`src/rtl/pipeline_stall_ctrl_if.sv`:
```
// ID-stage hazard bus between the decoder and the stall controller.
// The master side is the decoder/IF/memory; the slave side is the controller.
interface pipeline_stall_ctrl_if;
  logic [6:0] opc_id;
  logic       id_valid;
  logic [4:0] rd_id;
  logic [4:0] rs1_if;
  logic [4:0] rs2_if;
  logic       mem_busy;
  logic       flush;
  logic       stall_en;
  logic       pc_en;
  logic       busy;
  logic [1:0] state;

  modport master (
    output opc_id, id_valid, rd_id, rs1_if, rs2_if, mem_busy, flush,
    input  stall_en, pc_en, busy, state
  );

  modport slave (
    input  opc_id, id_valid, rd_id, rs1_if, rs2_if, mem_busy, flush,
    output stall_en, pc_en, busy, state
  );
endinterface

```
`src/rtl/pipeline_stall_ctrl.sv`:
```
// Bubble/PC-hold penalty counter for control transfers and load-use hazards.
// Outputs depend only on registered state and mem_busy.
module pipeline_stall_ctrl #(
  parameter int CNT_W           = 3,
  parameter int CTRL_NOPS       = 3,
  parameter int CTRL_HOLD       = 2,
  parameter int LOAD_NOPS       = 1,
  parameter int LOAD_HOLD       = 1,
  parameter int LOAD_USE_DETECT = 1
) (
  input  logic                 clk,
  input  logic                 rst,
  pipeline_stall_ctrl_if.slave bus
);
  localparam logic [6:0] OPC_JAL    = 7'b1101111;
  localparam logic [6:0] OPC_JALR   = 7'b1100111;
  localparam logic [6:0] OPC_BRANCH = 7'b1100011;
  localparam logic [6:0] OPC_LOAD   = 7'b0000011;

  localparam logic [CNT_W-1:0] C_NOPS = CNT_W'(CTRL_NOPS);
  localparam logic [CNT_W-1:0] C_HOLD = CNT_W'(CTRL_HOLD);
  localparam logic [CNT_W-1:0] L_NOPS = CNT_W'(LOAD_NOPS);
  localparam logic [CNT_W-1:0] L_HOLD = CNT_W'(LOAD_HOLD);
  localparam logic [CNT_W-1:0] ONE    = CNT_W'(1);

  typedef enum logic [1:0] {IDLE = 2'd0, CTRL = 2'd1, LOAD = 2'd2} state_t;

  state_t           state_q, state_d;
  logic [CNT_W-1:0] nop_q, nop_d;
  logic [CNT_W-1:0] hold_q, hold_d;

  logic is_ctrl, is_load, ld_dep, ctrl_trig, load_trig;

  assign is_ctrl = (bus.opc_id == OPC_JAL) || (bus.opc_id == OPC_JALR) ||
                   (bus.opc_id == OPC_BRANCH);
  assign is_load = (bus.opc_id == OPC_LOAD);
  // x0 never carries a dependency, so a load into x0 cannot cause a hazard.
  assign ld_dep  = (bus.rd_id != 5'd0) &&
                   ((bus.rd_id == bus.rs1_if) || (bus.rd_id == bus.rs2_if));

  assign ctrl_trig = bus.id_valid && is_ctrl;
  assign load_trig = bus.id_valid && is_load && ((LOAD_USE_DETECT == 0) || ld_dep);

  always_ff @(posedge clk or posedge rst) begin
    if (rst) begin
      state_q <= IDLE;
      nop_q   <= '0;
      hold_q  <= '0;
    end else begin
      state_q <= state_d;
      nop_q   <= nop_d;
      hold_q  <= hold_d;
    end
  end

  always_comb begin
    state_d = state_q;
    nop_d   = nop_q;
    hold_d  = hold_q;
    if (bus.flush) begin
      state_d = IDLE;
      nop_d   = '0;
      hold_d  = '0;
    end else if (!bus.mem_busy) begin
      case (state_q)
        IDLE: begin
          if (ctrl_trig) begin
            state_d = CTRL;
            nop_d   = C_NOPS;
            hold_d  = C_HOLD;
          end else if (load_trig) begin
            state_d = LOAD;
            nop_d   = L_NOPS;
            hold_d  = L_HOLD;
          end
        end
        CTRL, LOAD: begin
          // ID holds bubbles during a penalty, so opc_id is not looked at here.
          nop_d  = (nop_q  != '0) ? nop_q  - ONE : '0;
          hold_d = (hold_q != '0) ? hold_q - ONE : '0;
          if (nop_d == '0) state_d = IDLE;
        end
        default: begin
          state_d = IDLE;
          nop_d   = '0;
          hold_d  = '0;
        end
      endcase
    end
  end

  assign bus.stall_en = (nop_q != '0) && !bus.mem_busy;
  assign bus.pc_en    = (hold_q == '0) && !bus.mem_busy;
  assign bus.busy     = (state_q != IDLE);
  assign bus.state    = state_q;
endmodule

```
`src/flat_wrapper.sv`:
```
// flat-port wrapper written by rule: the top's interface ports become plain ports
module pipeline_stall_ctrl_flat 
#(
  parameter int CNT_W           = 3,
  parameter int CTRL_NOPS       = 3,
  parameter int CTRL_HOLD       = 2,
  parameter int LOAD_NOPS       = 1,
  parameter int LOAD_HOLD       = 1,
  parameter int LOAD_USE_DETECT = 1
)
  (clk, rst, bus_opc_id, bus_id_valid, bus_rd_id, bus_rs1_if, bus_rs2_if, bus_mem_busy, bus_flush, bus_stall_en, bus_pc_en, bus_busy, bus_state);
  pipeline_stall_ctrl_if bus_i ();
  input  logic clk;
  input  logic rst;
  input wire logic [$bits(bus_i.opc_id)-1:0] bus_opc_id;
  input wire logic [$bits(bus_i.id_valid)-1:0] bus_id_valid;
  input wire logic [$bits(bus_i.rd_id)-1:0] bus_rd_id;
  input wire logic [$bits(bus_i.rs1_if)-1:0] bus_rs1_if;
  input wire logic [$bits(bus_i.rs2_if)-1:0] bus_rs2_if;
  input wire logic [$bits(bus_i.mem_busy)-1:0] bus_mem_busy;
  input wire logic [$bits(bus_i.flush)-1:0] bus_flush;
  output wire logic [$bits(bus_i.stall_en)-1:0] bus_stall_en;
  output wire logic [$bits(bus_i.pc_en)-1:0] bus_pc_en;
  output wire logic [$bits(bus_i.busy)-1:0] bus_busy;
  output wire logic [$bits(bus_i.state)-1:0] bus_state;
  assign bus_i.opc_id = bus_opc_id;
  assign bus_i.id_valid = bus_id_valid;
  assign bus_i.rd_id = bus_rd_id;
  assign bus_i.rs1_if = bus_rs1_if;
  assign bus_i.rs2_if = bus_rs2_if;
  assign bus_i.mem_busy = bus_mem_busy;
  assign bus_i.flush = bus_flush;
  assign bus_stall_en = bus_i.stall_en;
  assign bus_pc_en = bus_i.pc_en;
  assign bus_busy = bus_i.busy;
  assign bus_state = bus_i.state;
  pipeline_stall_ctrl #(.CNT_W(CNT_W), .CTRL_NOPS(CTRL_NOPS), .CTRL_HOLD(CTRL_HOLD), .LOAD_NOPS(LOAD_NOPS), .LOAD_HOLD(LOAD_HOLD), .LOAD_USE_DETECT(LOAD_USE_DETECT)) u_core (.clk(clk), .rst(rst), .bus(bus_i));
endmodule
```
`config.mk`:
```
export PLATFORM = sky130hd
export DESIGN_NAME = pipeline_stall_ctrl_flat
export DESIGN_NICKNAME = d
export VERILOG_FILES = /design/src/rtl/pipeline_stall_ctrl_if.sv /design/src/rtl/pipeline_stall_ctrl.sv /design/src/flat_wrapper.sv
export SDC_FILE = /design/constraint.sdc
export NUM_CORES = 1
export LEC_CHECK = 0
export CORE_ASPECT_RATIO = 1.5
export CORE_MARGIN = 4
export CORE_UTILIZATION = 44
export DETAILED_ROUTE_END_ITERATION = 6
export MAX_ROUTING_LAYER = met4
export PLACE_DENSITY = 0.79
export SYNTH_ARGS = -nofsm -noshare
export SYNTH_HDL_FRONTEND = slang
export SYNTH_SLANG_ARGS = --single-unit
```
`constraint.sdc`:
```
create_clock -name clk -period 2.5 [get_ports clk]
set_clock_uncertainty 0.05 [all_clocks]
set_input_delay 0.25 -clock clk [delete_from_list [all_inputs] [get_ports clk]]
set_output_delay 0.25 -clock clk [all_outputs]
set_load 0.01 [all_outputs]
```
# [Word level (Yosys, flattened, before mapping)]
# Cells that the tools add are included.
[classes] addsub=2 eq_ne=11 muxes=17 reduce_logical=20
[ops] cell="two-way mux 3 bit" n=9
[ops] cell="== test 7 bit (second input constant)" n=3
[ops] cell="case mux 3 bit (2 select lines)" n=2
[ops] cell="== test 5 bit" n=2
[ops] cell="two-way mux 2 bit" n=5
[ops] cell="== test 7 x 2 -> 1 bit (second input constant)" n=1
[ops] cell="logical AND 1 bit" n=6
[ops] cell="zero test 3 bit" n=2
[ops] cell="nonzero test 3 bit" n=2
[ops] cell="subtractor 3 x 1 -> 3 bit (second input constant)" n=2
[ops] cell="nonzero test 5 bit" n=1
[ops] cell="inequality test 4 x 2 -> 1 bit (second input constant)" n=1
[ops] cell="case mux 2 bit (2 select lines)" n=1
[ops] cell="logical OR 1 bit" n=3
[ops] cell="inequality test 3 x 2 -> 1 bit (second input constant)" n=1
[ops] cell="AND reduction 3 bit" n=1
[ops] cell="== test 2 x 1 -> 1 bit (second input constant)" n=1
[ops] cell="== test 2 bit (second input constant)" n=1
[ops] cell="zero test 2 bit" n=1
[ops] cell="inequality test 2 x 1 -> 1 bit (second input constant)" n=1
[ops] cell="AND reduction 2 bit" n=1
[ops] cell="nonzero test 2 bit" n=1
[ops] cell="OR reduction 2 bit" n=1
[ops] cell="zero test 1 bit" n=1
[word_totals] reg_bits=8 in_bits=27 output_inout_bits=5 wordCells=53

# [Logic depth before layout (Yosys ltp)]
# Gate-level depths: netlist (run 1).
[depth] ltp_word=9 mapped_depth=7 depth_no_buf=7

# [Least setup slack after synthesis (run 1)]
# No wires, ideal clock.
[synth_path] path_kind="register -> register" from="register u_core.state_q[0] (netlist: u_core.bus.state[0])" to="register u_core.hold_q[1]" setup_ps=66 arrival_time_ps=1731 required_ps=2384 path_slack_ps=653 path_stages_with_launch=7 path_buffers=0 synth_period_minus_slack_ps=1847 cell_sequence="dfrtp_1 -> inv_1 -> ha_1 -> nor3b_2 -> a32oi_1 -> a2111oi_0 -> a31o_1"
[synth_via] elab_chain_len=5 elab_cells_between_ends=9 cone_classes="3 x eq/ne; 3 x mux; 3 x reduce/logical"
[synth_rtl] element="start, declared" line="pipeline_stall_ctrl.sv:28" text="state_t state_q, state_d;"
[synth_rtl] element="start signal, assigned" line="pipeline_stall_ctrl.sv:50" text="state_q <= state_d;"
[synth_rtl] element="== test 2 x 1 -> 1 bit or == test 2 bit (tied branches)" line="pipeline_stall_ctrl.sv:65" text="case (state_q)"
[synth_rtl] element="OR reduction 2 bit" line="pipeline_stall_ctrl.sv:65"
[synth_rtl] element="case mux 3 bit (2 select lines)" line="pipeline_stall_ctrl.sv:65"
[synth_rtl] element="two-way mux 3 bit" line="pipeline_stall_ctrl.sv:64" text="end else if (!bus.mem_busy) begin"
[synth_rtl] element="two-way mux 3 bit" line="pipeline_stall_ctrl.sv:60" text="if (bus.flush) begin"
[synth_rtl] element="end signal, assigned" line="pipeline_stall_ctrl.sv:52" text="hold_q <= hold_d;"
[synth_rtl] element="end, declared" line="pipeline_stall_ctrl.sv:30" text="logic [CNT_W-1:0] hold_q, hold_d;"
# Several ways; a longest one is shown, not always the timed one. The select of a mux whose other input is x is not followed.
# A chain may end at the register's enable or synchronous reset.

# [Final worst setup path (run 1)]
[layout_path] from="register u_core.state_q[0] (netlist: u_core.bus.state[0])" to="register u_core.nop_q[1]"
[layout_via] elab_chain_len=5 elab_cells_between_ends=9 cone_classes="3 x eq/ne; 3 x mux; 3 x reduce/logical"
[layout_rtl] element="== test 2 x 1 -> 1 bit or == test 2 bit (tied branches)" line="pipeline_stall_ctrl.sv:65"
[layout_rtl] element="OR reduction 2 bit" line="pipeline_stall_ctrl.sv:65"
[layout_rtl] element="case mux 3 bit (2 select lines)" line="pipeline_stall_ctrl.sv:65"
[layout_rtl] element="two-way mux 3 bit" line="pipeline_stall_ctrl.sv:64"
[layout_rtl] element="two-way mux 3 bit" line="pipeline_stall_ctrl.sv:60"
[layout_rtl] element="end signal, assigned" line="pipeline_stall_ctrl.sv:51" text="nop_q <= nop_d;"
[layout_rtl] element="end, declared" line="pipeline_stall_ctrl.sv:29" text="logic [CNT_W-1:0] nop_q, nop_d;"
# Several ways; a longest one is shown, not always the timed one. The select of a mux whose other input is x is not followed.

==> results of run 1 <==
## registers in the layout, summed over array words and instances, names as in the netlist
| register | cells |
|---|---|
| u_core.bus.state | 2 |
| u_core.nop_q | 3 |
| u_core.hold_q | 3 |
## routing by layer
metal	routed length [um]	vias up	GRT usage (%)
li1	-	469	-
met1	864	452	19.9
met2	1290	48	33.2
met3	203	6	4.61
met4	40	0	5.66
met5	0	-	-
## cells by family after synthesis
family | Yosys count | share of synthesized area (%)
AO/OA/AOI/OAI | 26 | 25.3
XOR/XNOR | 10 | 10.0
adder cells (fa/ha/maj) | 4 | 5.71
buffers and inverters | 10 | 4.29
flip-flops | 8 | 22.9
multiplexers | 1 | 1.14
AND/OR/NAND/NOR | 50 | 30.7
## synthesized netlist by cell type (all sizes together) (2+ instances only)
master,count,area [um2]
a2111oi,2,17.5
a211oi,4,42.5
a21oi,4,20.0
a31o,3,26.3
a32oi,2,17.5
dfrtp,8,200
ha,4,50.1
inv,9,33.8
nand2,9,33.8
nand2b,2,12.5
nand3,2,10.0
nand3b,3,22.5
nand4,2,12.5
nor2,17,66.3
nor2b,3,18.8
nor3,4,20.0
nor3b,3,27.5
o211ai,3,22.5
o311ai,3,33.8
or3,2,12.5
xor2,10,87.6
## path summary, 6_finish.rpt
path | slack, ns | cells after the start | end
worst max-delay path | 0.19 | 6 | u_core.nop_q[1]
worst min-delay path | 0.19 | 2 | u_core.hold_q[1]
worst max register to register | 0.19 | 6 | u_core.nop_q[1]
worst min register to register | 0.52 | 1 | u_core.hold_q[1]
max in group asynchronous | 1.98 | 2 | u_core.hold_q[2]
min in group clk | 0.52 | 1 | u_core.hold_q[1]
## placed cells by master (no fill, tap or decap), drive strengths merged, types with 4 or more instances in the layout
| cell type | Yosys | layout |
|---|---|---|
| inv | 9 | 9 |
| clkdlybuf4s50 | 0 | 31 |
| a21oi | 4 | 4 |
| nor3 | 4 | 4 |
| nor2 | 17 | 17 |
| xor2 | 10 | 10 |
| ha | 4 | 4 |
| nand2 | 9 | 9 |
| dfrtp | 8 | 8 |
| a211oi | 4 | 4 |
## stage by stage
step                      cell area [um2]  utilization, %  setup WS (ns)
after floorplan                       876               -          0.653
after global placement               1220            66.0          0.195
after detailed placement             1220            66.0       -0.00297
after CTS                            1250            67.2          0.205
after global routing                 1250            67.2          0.107
final                                1250            67.2          0.189
## final cells by class
class / count / area, um2 / share of cell area (%)
multi-input combinational: 91 / 638 / 51.2
timing repair buffer: 33 / 325 / 26.1
sequential: 8 / 200 / 16.1
inverter: 9 / 33.8 / 2.71
tap: 21 / 26.3 / 2.11
clock buffer: 3 / 22.5 / 1.81
## power by group through the flow
stage / Sequential [mW] / Clock [mW] / Combinational [mW]
2_1_floorplan: 0.143 / 0 / 0.0710
3_3_place_gp: 0.145 / 0 / 0.139
3_5_place_dp: 0.145 / 0 / 0.143
4_1_cts: 0.143 / 0.0979 / 0.143
5_1_grt: 0.144 / 0.111 / 0.156
6_report: 0.143 / 0.101 / 0.142
## worst max-delay path, delay by kind of cell (launching register included)
kind / cells / cell delay (ns)
AOI/OAI and AO/OA: 3 / 0.94
and+or+nand+nor: 1 / 0.48
DFF: 1 / 0.40
adders and majority gates: 1 / 0.30
buffers and inverters: 1 / 0.08
==> flow_summary.ini, run 1 <==
[outcome]
status = finished, final reports clean

[timing]
report.final.hold_viol_count = 0
fin_crit_sh_pct = 92.4
fin_crit_ns = 2.31
fin_tns_setup_ns = 0
setup_viol = 0
max-slew-margin-rel_pct = 44.6
max_freq_mhz = 433
hold_ws_ns = 0.189
finalMaxSlewViolations = 0
rsz0062_at_grt = false
worst_slew_pin_slew_ns = 0.831

[cells_and_area]
drive_gt1_share_pct = 8.33
nFillCells = 162
syn2layout_area_growth_pct = 42.3
finalNonFillerCells = 165
nNetsFinal = 177
antenna_cells = 0

[flow_run]
cap_viol_max_count = 0

[global_routing]
grt_pass1_vias = 990
grt_use_total_pct = 18.9
grt_pass1_wl_um = 4040
grt_overflow = 0
antenna_found_initial = 0
grt_max_degree = 12

[yosys]
syn_nets = 140
synth-main-ff-cell = dfrtp_1
async_reset_ff_share_pct = 100
syn-cell-area_um2 = 876
yosysWarnings = 0
synth.yosys.seq_area_share_pct = 22.9
ys_types = 36
synth_seq_cells = 8
synthCells = 109
synth_edf_count = 0
avgSynthCellArea_um2 = 8.04

[pwr]
seqPwrFrac_pct = 37.0
powerDensity_nw_per_um2 = 310
power_switching_mw = 0.120
p_clk_share_pct = 26.2
power_frac_comb_pct = 36.8
p_leak_nw = 0.509
peakVddDrop_mv = 0.247
p_total_mw = 0.387
p_int_mw = 0.266
switching_share_pct = 31.1

[clock_network]
ctsHoldBuffers = 0
cts.path.max_buffers = 2
post_cts_buffers = 0
clkLatencyLatePin_ns = 0.25
post_cts_resized = 0
cts_root_buffer = clkbuf_4
tritoncts = done
clock-sinks = 8
cts.clk_slew.worst_paths_ns = 0.06
cts_buffers = 3
h-tree-depth = 1

[setup_path]
path_max_fanout = 9
cp.required_ns = 2.64
cp-startpoint = u_core.bus.state[0]
start_kind = register
cp_cell_sequence = inv_1, ha_1, nor3b_2, a32oi_1, a2111oi_0, a31o_1
critical_path_arrival_ns = 2.45
slowest_stage = a2111oi_0
critPathMaxStageDelay_ns = 0.55
criticalPathCategory = reg -> reg
rr_startpoint = u_core.bus.state[0]
endpoint_kind = register

[worst_hold_path]
hp-class = in -> async

[route]
routed_wl_um = 2400
vias = 975
drcViolationCount = 0
drt_iter0_markers = 33
routed_via_density = 5.91
drt.antenna.violating_nets = 0
firstDrtPassIters = 4
post_drt_wl_per_cell_um = 14.5

[floorplan]
io_pins = 32
die_area_um2 = 2780
core_um2 = 1850
start_util_pct = 47.2
die_h_um = 62.6
fp-row-count = 19
fp.dieW_um = 44.4

[place]
dp.cells = 162
place.gp.congestion = 0.875
dp_hpwl_um = 2000
portBuffers = 31
Note: power is estimated with default switching activity, not from simulation.
==> inputs of run 2 (changes only) <==
Settings changed: SKIP_CTS_REPAIR_TIMING set to 1.
==> results of run 2 <==
Same layout as run 1: the final DEF is identical, and so are final timing and power.
==> inputs of run 3 (changes only) <==
Settings changed: HOLD_SLACK_MARGIN set to 0.03.
==> results of run 3 <==
Same layout as run 1: the final DEF is identical, and so are final timing and power.
